**src/rtl/cache_pkg.sv**
```systemverilog
// Shared cache-side types and defaults used by the write-back drain path.
package cache_pkg;

   localparam int ADDR_WIDTH          = 32;
   localparam int DATA_WIDTH          = 128;
   localparam int DEF_MEM_DATA_WIDTH  = 32;

   typedef enum logic [1:0] {
      WB_IDLE,
      WB_SEND,
      WB_WAIT_ACK
   } wb_wr_state_t;

endpackage

```
**src/rtl/line_serializer.sv**
```systemverilog
// Parallel-load line register that shifts out one memory-bus slice per beat,
// LSB slice first, with a beat counter and a final-beat flag.
module line_serializer #(
   parameter int WIDTH     = 128,
   parameter int SLICE     = 32,
   parameter int BEAT_BITS = 2
) (
   input  logic                 clk_i,
   input  logic                 rstn_i,
   input  logic                 load_i,
   input  logic [WIDTH-1:0]     data_i,
   input  logic                 shift_i,
   output logic [SLICE-1:0]     slice_o,
   output logic [BEAT_BITS-1:0] beat_cnt_o,
   output logic                 last_o
);

   localparam int BEATS = WIDTH / SLICE;
   localparam logic [BEAT_BITS-1:0] LAST_BEAT = BEAT_BITS'(BEATS - 1);

   logic [WIDTH-1:0]     shift_q;
   logic [BEAT_BITS-1:0] cnt_q;

   always_ff @(posedge clk_i or negedge rstn_i) begin
      if (!rstn_i) begin
         shift_q <= '0;
         cnt_q   <= '0;
      end else if (load_i) begin
         shift_q <= data_i;
         cnt_q   <= '0;
      end else if (shift_i) begin
         shift_q <= shift_q >> SLICE;
         // wrap to zero on the final beat so the next line starts clean
         cnt_q   <= last_o ? '0 : cnt_q + BEAT_BITS'(1);
      end
   end

   assign slice_o    = shift_q[SLICE-1:0];
   assign beat_cnt_o = cnt_q;
   assign last_o     = (cnt_q == LAST_BEAT);

endmodule

```
**src/rtl/wb_mem_writer.sv**
```systemverilog
// Drains one dirty line at a time from the write-back buffer and writes it to
// memory as a burst; the in-flight line address is exposed for hazard checks.
module wb_mem_writer
   import cache_pkg::*;
#(
   parameter int MEM_DATA_WIDTH = DEF_MEM_DATA_WIDTH
) (
   input  logic                      clk_i,
   input  logic                      rstn_i,
   // buffer side: valid/ready handshake, a line transfers on a cycle where
   // valid_i & ready_o are both high; ready_o never depends on valid_i
   input  logic                      valid_i,
   output logic                      ready_o,
   input  logic [ADDR_WIDTH-1:0]     addr_i,
   input  logic [DATA_WIDTH-1:0]     data_i,
   // memory side: a beat transfers on a cycle where mem_req_o & mem_gnt_i
   output logic                      mem_req_o,
   input  logic                      mem_gnt_i,
   output logic [ADDR_WIDTH-1:0]     mem_addr_o,
   output logic [MEM_DATA_WIDTH-1:0] mem_wdata_o,
   output logic                      mem_last_o,
   input  logic                      mem_ack_i,
   output logic                      pend_valid_o,
   output logic [ADDR_WIDTH-1:0]     pend_addr_o,
   output logic                      busy_o
);

   localparam int BEATS      = DATA_WIDTH / MEM_DATA_WIDTH;
   localparam int OFF_BITS   = $clog2(DATA_WIDTH / 8);
   localparam int BEAT_BITS  = (BEATS > 1) ? $clog2(BEATS) : 1;
   localparam int BEAT_BYTES = MEM_DATA_WIDTH / 8;
   localparam logic [ADDR_WIDTH-1:0] OFF_MASK =
      ADDR_WIDTH'((64'd1 << OFF_BITS) - 64'd1);

   wb_wr_state_t              state_q, state_d;
   logic [ADDR_WIDTH-1:0]     line_addr_q;
   logic                      accept;
   logic                      load;
   logic                      shift;
   logic                      in_send;
   logic                      ser_last;
   logic [BEAT_BITS-1:0]      beat_cnt;
   logic [MEM_DATA_WIDTH-1:0] beat_data;

   assign ready_o = (state_q == WB_IDLE);
   assign accept  = valid_i & ready_o;

   always_ff @(posedge clk_i or negedge rstn_i) begin
      if (!rstn_i) begin
         state_q     <= WB_IDLE;
         line_addr_q <= '0;
      end else begin
         state_q <= state_d;
         if (load) begin
            line_addr_q <= addr_i & ~OFF_MASK;
         end
      end
   end

   always_comb begin
      state_d = state_q;
      load    = 1'b0;
      shift   = 1'b0;
      case (state_q)
         WB_IDLE: begin
            if (accept) begin
               load    = 1'b1;
               state_d = WB_SEND;
            end
         end
         WB_SEND: begin
            if (mem_gnt_i) begin
               shift = 1'b1;
               if (ser_last) begin
                  state_d = WB_WAIT_ACK;
               end
            end
         end
         WB_WAIT_ACK: begin
            if (mem_ack_i) begin
               state_d = WB_IDLE;
            end
         end
         default: state_d = WB_IDLE;
      endcase
   end

   line_serializer #(
      .WIDTH     (DATA_WIDTH),
      .SLICE     (MEM_DATA_WIDTH),
      .BEAT_BITS (BEAT_BITS)
   ) u_ser (
      .clk_i      (clk_i),
      .rstn_i     (rstn_i),
      .load_i     (load),
      .data_i     (data_i),
      .shift_i    (shift),
      .slice_o    (beat_data),
      .beat_cnt_o (beat_cnt),
      .last_o     (ser_last)
   );

   // beat outputs are forced to zero outside SEND so idle/reset reads are clean
   assign in_send     = (state_q == WB_SEND);
   assign mem_req_o   = in_send;
   assign mem_addr_o  = in_send ?
                        line_addr_q + ADDR_WIDTH'(beat_cnt) * ADDR_WIDTH'(BEAT_BYTES) : '0;
   assign mem_wdata_o = in_send ? beat_data : '0;
   assign mem_last_o  = in_send & ser_last;

   assign pend_valid_o = (state_q != WB_IDLE);
   assign pend_addr_o  = pend_valid_o ? line_addr_q : '0;
   assign busy_o       = pend_valid_o;

endmodule

```
**config.mk**
```make
export PLATFORM = sky130hd
export DESIGN_NAME = wb_mem_writer
export DESIGN_NICKNAME = d
export VERILOG_FILES = /design/src/rtl/cache_pkg.sv /design/src/rtl/line_serializer.sv /design/src/rtl/wb_mem_writer.sv
export SDC_FILE = /design/constraint.sdc
export NUM_CORES = 1
export LEC_CHECK = 0
export CORE_ASPECT_RATIO = 0.5
export CORE_UTILIZATION = 23
export DETAILED_ROUTE_END_ITERATION = 16
export HOLD_SLACK_MARGIN = 0.05
export PLACE_DENSITY_LB_ADDON = 0.25
export SETUP_SLACK_MARGIN = 0.15
export SYNTH_ARGS = -nofsm -noshare
export SYNTH_HDL_FRONTEND = slang
export SYNTH_SLANG_ARGS = --single-unit
```
**constraint.sdc**
```tcl
create_clock -name clk_i -period 3.3 [get_ports clk_i]
set_input_delay 0.66 -clock clk_i [delete_from_list [all_inputs] [get_ports clk_i]]
set_output_delay 0.66 -clock clk_i [all_outputs]
set_load 0.1 [all_outputs]
```
Yosys cells after proc, flatten, opt, wreduce, memory -nomap -nowiden. Cells that the tools add are included. Widths: inputs -> output; s select.

Register bits after elaboration: 160. Bits in latches: 0. RAM bits: 0. Memory bits (read-only): 0. Input bits: 165. Output and inout bits: 101. Word-level logic and storage cells: 36. Memories kept: 0.

Add/sub/neg operators: 2. $mul: 0. Divide/modulo/power cells: 0. $lt $le $gt $ge: 0. Equality and inequality tests: 7. Shift-type cells: 0. Muxes and demuxes: 17. Bitwise gates (word level): 2. Reductions and logical operators: 4.

Operators with widths (count): $mux 128 (2); $mux 32 (3); $add 32x4->32 (1); $mux 2 (7); $pmux 2 s3 (1); $eq 2x2->1 const B (2); $mux 1 (4); $ne 2x1->1 const B (2); $ne 2x2->1 const B (2); $reduce_and 4->1 (1); $reduce_bool 2->1 (2); $add 2x1->2 const B (1); $and 1x1->1 (2); $eq 2x1->1 const B (1); $logic_not 2->1 (1).

Depth between registers and ports, before layout.
Depth after elaboration: 5. Gate-level depth with buffers: 7. Depth with buffers taken out: 4.

By module. From an unflattened synthesis, not the netlist that was laid out.

Cells, all modules: 774. Area, all modules: 7983.9 um2.

By module, submodules not included: line_serializer (instances 1, cells an instance 595, area an instance 6112.1 um2, sequential area each 3253.1 um2); wb_mem_writer (instances 1, cells an instance 179, area an instance 1871.8 um2, sequential area each 750.7 um2).

Worst setup path before layout. Ideal clock, no wire load.

Kind: reg2out. Start: register state_q[1]. End: output port pend_valid_o. Data arrival time: 3.031 ns. Required time: 2.640 ns. Slack: -0.391 ns. Stages on the path, launching flop included: 6. Buffers on the path: 3. Cell sequence: dfrtp_1 buf_2 nor2_1 clkbuf_1 inv_1 buf_4.

Cells in the longest elaborated chain, start to end: 1.

RTL lines: from (decl) (RTL line wb_mem_writer.sv:35) `wb_wr_state_t state_q, state_d;`; from (signal assigned) (RTL line wb_mem_writer.sv:53) `state_q <= state_d;`; $reduce_bool 2->1 (RTL line wb_mem_writer.sv:111) `assign pend_valid_o = (state_q != WB_IDLE);`; to (decl) (RTL line wb_mem_writer.sv:23) `output logic pend_valid_o,`.

Every way passes these cells.

Worst setup path after layout.
Start: register state_q[0]. End: output port mem_addr_o[31].

Cells in the longest elaborated chain, start to end: 2.

RTL lines: $eq 2x1->1 (RTL line wb_mem_writer.sv:104) `assign in_send = (state_q == WB_SEND);`; $mux 32 (RTL line wb_mem_writer.sv:106) `assign mem_addr_o = in_send ?`; to (decl) (RTL line wb_mem_writer.sv:19) `output logic [ADDR_WIDTH-1:0] mem_addr_o,`.

Every way passes these cells.

==> impl_metrics.yaml <==
cells_and_area:
  regArea_sq_um: 4008
  final_common_cell: "o22a_1"
  drive_above_1_share: 0.1656
  final_cell_mix: "o22a_1, clkdlybuf4s50_1, dfrtp_1"
  area_growth_pct: 50.82
  multi_input_area_sq_um: 3141
  fin_nets: 1095
  fillers: 3177
clock_network:
  clk_pin_slew_ns: 0.07
  cts.repair.resized: 0
  cts_tree: "done"
  clock_latency_ns: 0.44
  cts_buffer_depth: 2
  cts_buffers: 17
  cts_max_level: 4
  cts_root_buf: "clkbuf_16"
  clkSinkCount: 160
die:
  ios: 266
  die_y_um: 129.4
  floorplan.initialDensity: 0.2347
  rows: 46
  core_area_sq_um: 31830
  dieArea_sq_um: 33250
  die_w_um: 256.9
sta:
  rsz0062_at_grt: "false"
  tightest_slew_ns: 1.204
  fin_crit_sh: 0.9028
  hold_viol: 0
  finalSetupTns_ns: 0
  layout_setup_ws_ns: 0.3206
  timing.fmax_ghz: 0.3356
  fin_worst_skew_ns: 0.009084
  setup_viol: 0
  maxSlewHeadroom: 0.1973
  period_needed_ns: 2.979
  drv_slew: 0
worst_setup_path:
  cpMaxStageDelayCell: "dfrtp_1"
  regToRegEndpoint: "u_ser.shift_q[126]$_DFFE_PN0P_"
  worst-path-max-fanout: 25
  critPathArrivalTime_ns: 2.32
  rr_worst_depth: 4
  criticalPathCategory: "register to output port"
  critPathLaunch: "state_q[0]$_DFFE_PN0P_"
  critPathBufInv: 2
  max_stage_delay_ns: 0.64
  cp-start-kind: "register"
  cp_cell_sequence: "nor2b_4 > buf_4 > and2_1 > buf_12"
  r2r_start: "state_q[1]$_DFFE_PN0P_"
  required_ns: 2.64
  cp.depth: 4
  endpoint_kind: "output port"
  path_delay_family: "simple AND/OR/NAND/NOR gates"
  r2r_slack_ns: 0.89
  crit_path_end: "mem_addr_o[31]"
routing:
  drc: 0
  drtAntennaViolNets: 0
  wl_per_cell_um: 18.46
  wl_um: 25420
  drt_first_pass_iters: 4
  via_count: 6254
  vias_per_cell: 4.542
  first_iter_violations: 437
logic_synthesis:
  yosys_register_bits: 160
  yosysWarnings: 0
  ys_seq_area_frac: 0.5360
  synth-xor-area-share: 0
  synth_area_per_cell_sq_um: 10.60
  synth-simple-area-share: 0.1549
  synth.mux.area_fraction: 0.001340
  synth_compound_area_frac: 0.2544
  synthAdderAreaFrac: 0.001675
  postSynthCellCount: 705
  ys_types: 26
  synth_area_sq_um: 7470
  synth_top_family_by_area: "compound AO/OA/AOI/OAI gates"
global_routing:
  first_global_vias: 6212
  grt_first_pass_wirelength_um: 38290
  overflow: 0
  grt_max_degree: 96
  grt_usage: 0.1521
  antenna_found_initial: 2
outcome:
  status: "finished, final reports clean"
hold_path:
  hold_path_class: "input port to async pin"
place:
  dpl.hpwl_um: 17120
  place_congestion: 0.7931
  dp_slack_ns: 0.5230
  io_buffers: 255
run:
  cap_violations: 0
==> repair_timing <==
item,in CTS,in global routing
endpoints found under the setup margin,18,0
buffers inserted,0,0
hold buffers,0,0
==> routing by layer <==
metal | vias to the layer above | part of all wire | GRT usage
met5 | - | 0 | 0
met4 | 0 | 0.014 | 0.04692
met3 | 22 | 0.025 | 0.02778
met2 | 101 | 0.51 | 0.2649
met1 | 3180 | 0.45 | 0.1931
li1 | 2951 | - | -
==> Yosys cell counts <==
cell      number  share of area
inv_1          1        0.00050
nand2_1      137          0.069
mux2i_1        1         0.0013
ha_1           1         0.0017
buf_4         11          0.011
a21oi_4        1         0.0022
buf_2         26          0.017
nor2_2         1        0.00084
or3b_2         1         0.0012
conb_1         1        0.00050
nor3b_2        1         0.0017
and2_1        63          0.053
and3b_1        1         0.0012
clkbuf_1      32          0.016
o22a_1       192           0.23
a21oi_1       25          0.017
nand2_2        1        0.00084
nor3b_1        1         0.0010
nor2_1         3         0.0015
buf_1          3         0.0015
dfrtp_1      160           0.54
buf_6          3         0.0045
nor2b_1       29          0.024
a21o_1         1         0.0010
nand2b_1       1        0.00084
a22o_1         8         0.0094
==> cell type report <==
| type | count | area share |
|---|---|---|
| inverter | 1 | 0.0003332 |
| sequential | 160 | 0.3557 |
| tap | 432 | 0.04798 |
| multi-input combinational | 475 | 0.2788 |
| timing repair buffer | 274 | 0.2649 |
| antenna | 3 | 0.0006664 |
| clock buffer | 18 | 0.03809 |
| clock inverter | 14 | 0.01355 |
==> registers in the layout (all words and copies together), names as in the netlist <==
| register | flops |
|---|---|
| u_ser.shift_q | 128 |
| line_addr_q | 28 |
| state_q | 2 |
| u_ser.beat_cnt_o | 2 |
==> cell families (layout without fill, tap and decap cells) <==
kind of cell	count (synthesis)	in the layout
other	1	9
AOI/OAI and AO/OA	227	227
muxes	1	1
and+or+nand+nor	239	240
DFF	160	160
adders and majority gates	1	1
buffers and inverters	76	307
==> worst register-to-register path, stage by stage (launching register included) <==
cell and delay, ns:
dfrtp_4 0.54, buf_4 0.85, and3b_1 0.36, nor2_2 0.40, a22o_1 0.21
==> worst min path at each step <==
stage | from | endpoint | slack (ns) | cells past startpoint
after floorplan | rstn_i | line_addr_q[10]$_DFFE_PN0P_ | 0.36 | 0
after global placement | line_addr_q[17]$_DFFE_PN0P_ | line_addr_q[17]$_DFFE_PN0P_ | 0.47 | 2
after detailed placement | line_addr_q[29]$_DFFE_PN0P_ | line_addr_q[29]$_DFFE_PN0P_ | 0.47 | 2
after CTS | rstn_i | u_ser.shift_q[8]$_DFFE_PN0P_ | 0.20 | 1
after global routing | rstn_i | u_ser.shift_q[8]$_DFFE_PN0P_ | 0.22 | 1
final | rstn_i | u_ser.shift_q[40]$_DFFE_PN0P_ | 0.18 | 1
==> stage by stage <==
step / hold WS [ns] / utilization / cell area, sq um / std cells
6_report: 0.1811 / 0.3540 / 11270 / 1377
5_1_grt: 0.2210 / 0.3539 / 11260 / 1376
4_1_cts: 0.2022 / 0.3537 / 11260 / 1374
3_5_place_dp: 0.4736 / 0.3352 / 10670 / 1341
3_3_place_gp: 0.4700 / 0.3352 / 10670 / 1341
2_1_floorplan: 0.3644 / - / 7490 / 710
Power is left out: the tool's default activity adds up to more than one toggle a clock period on the data nets, which glitch-free logic cannot reach.
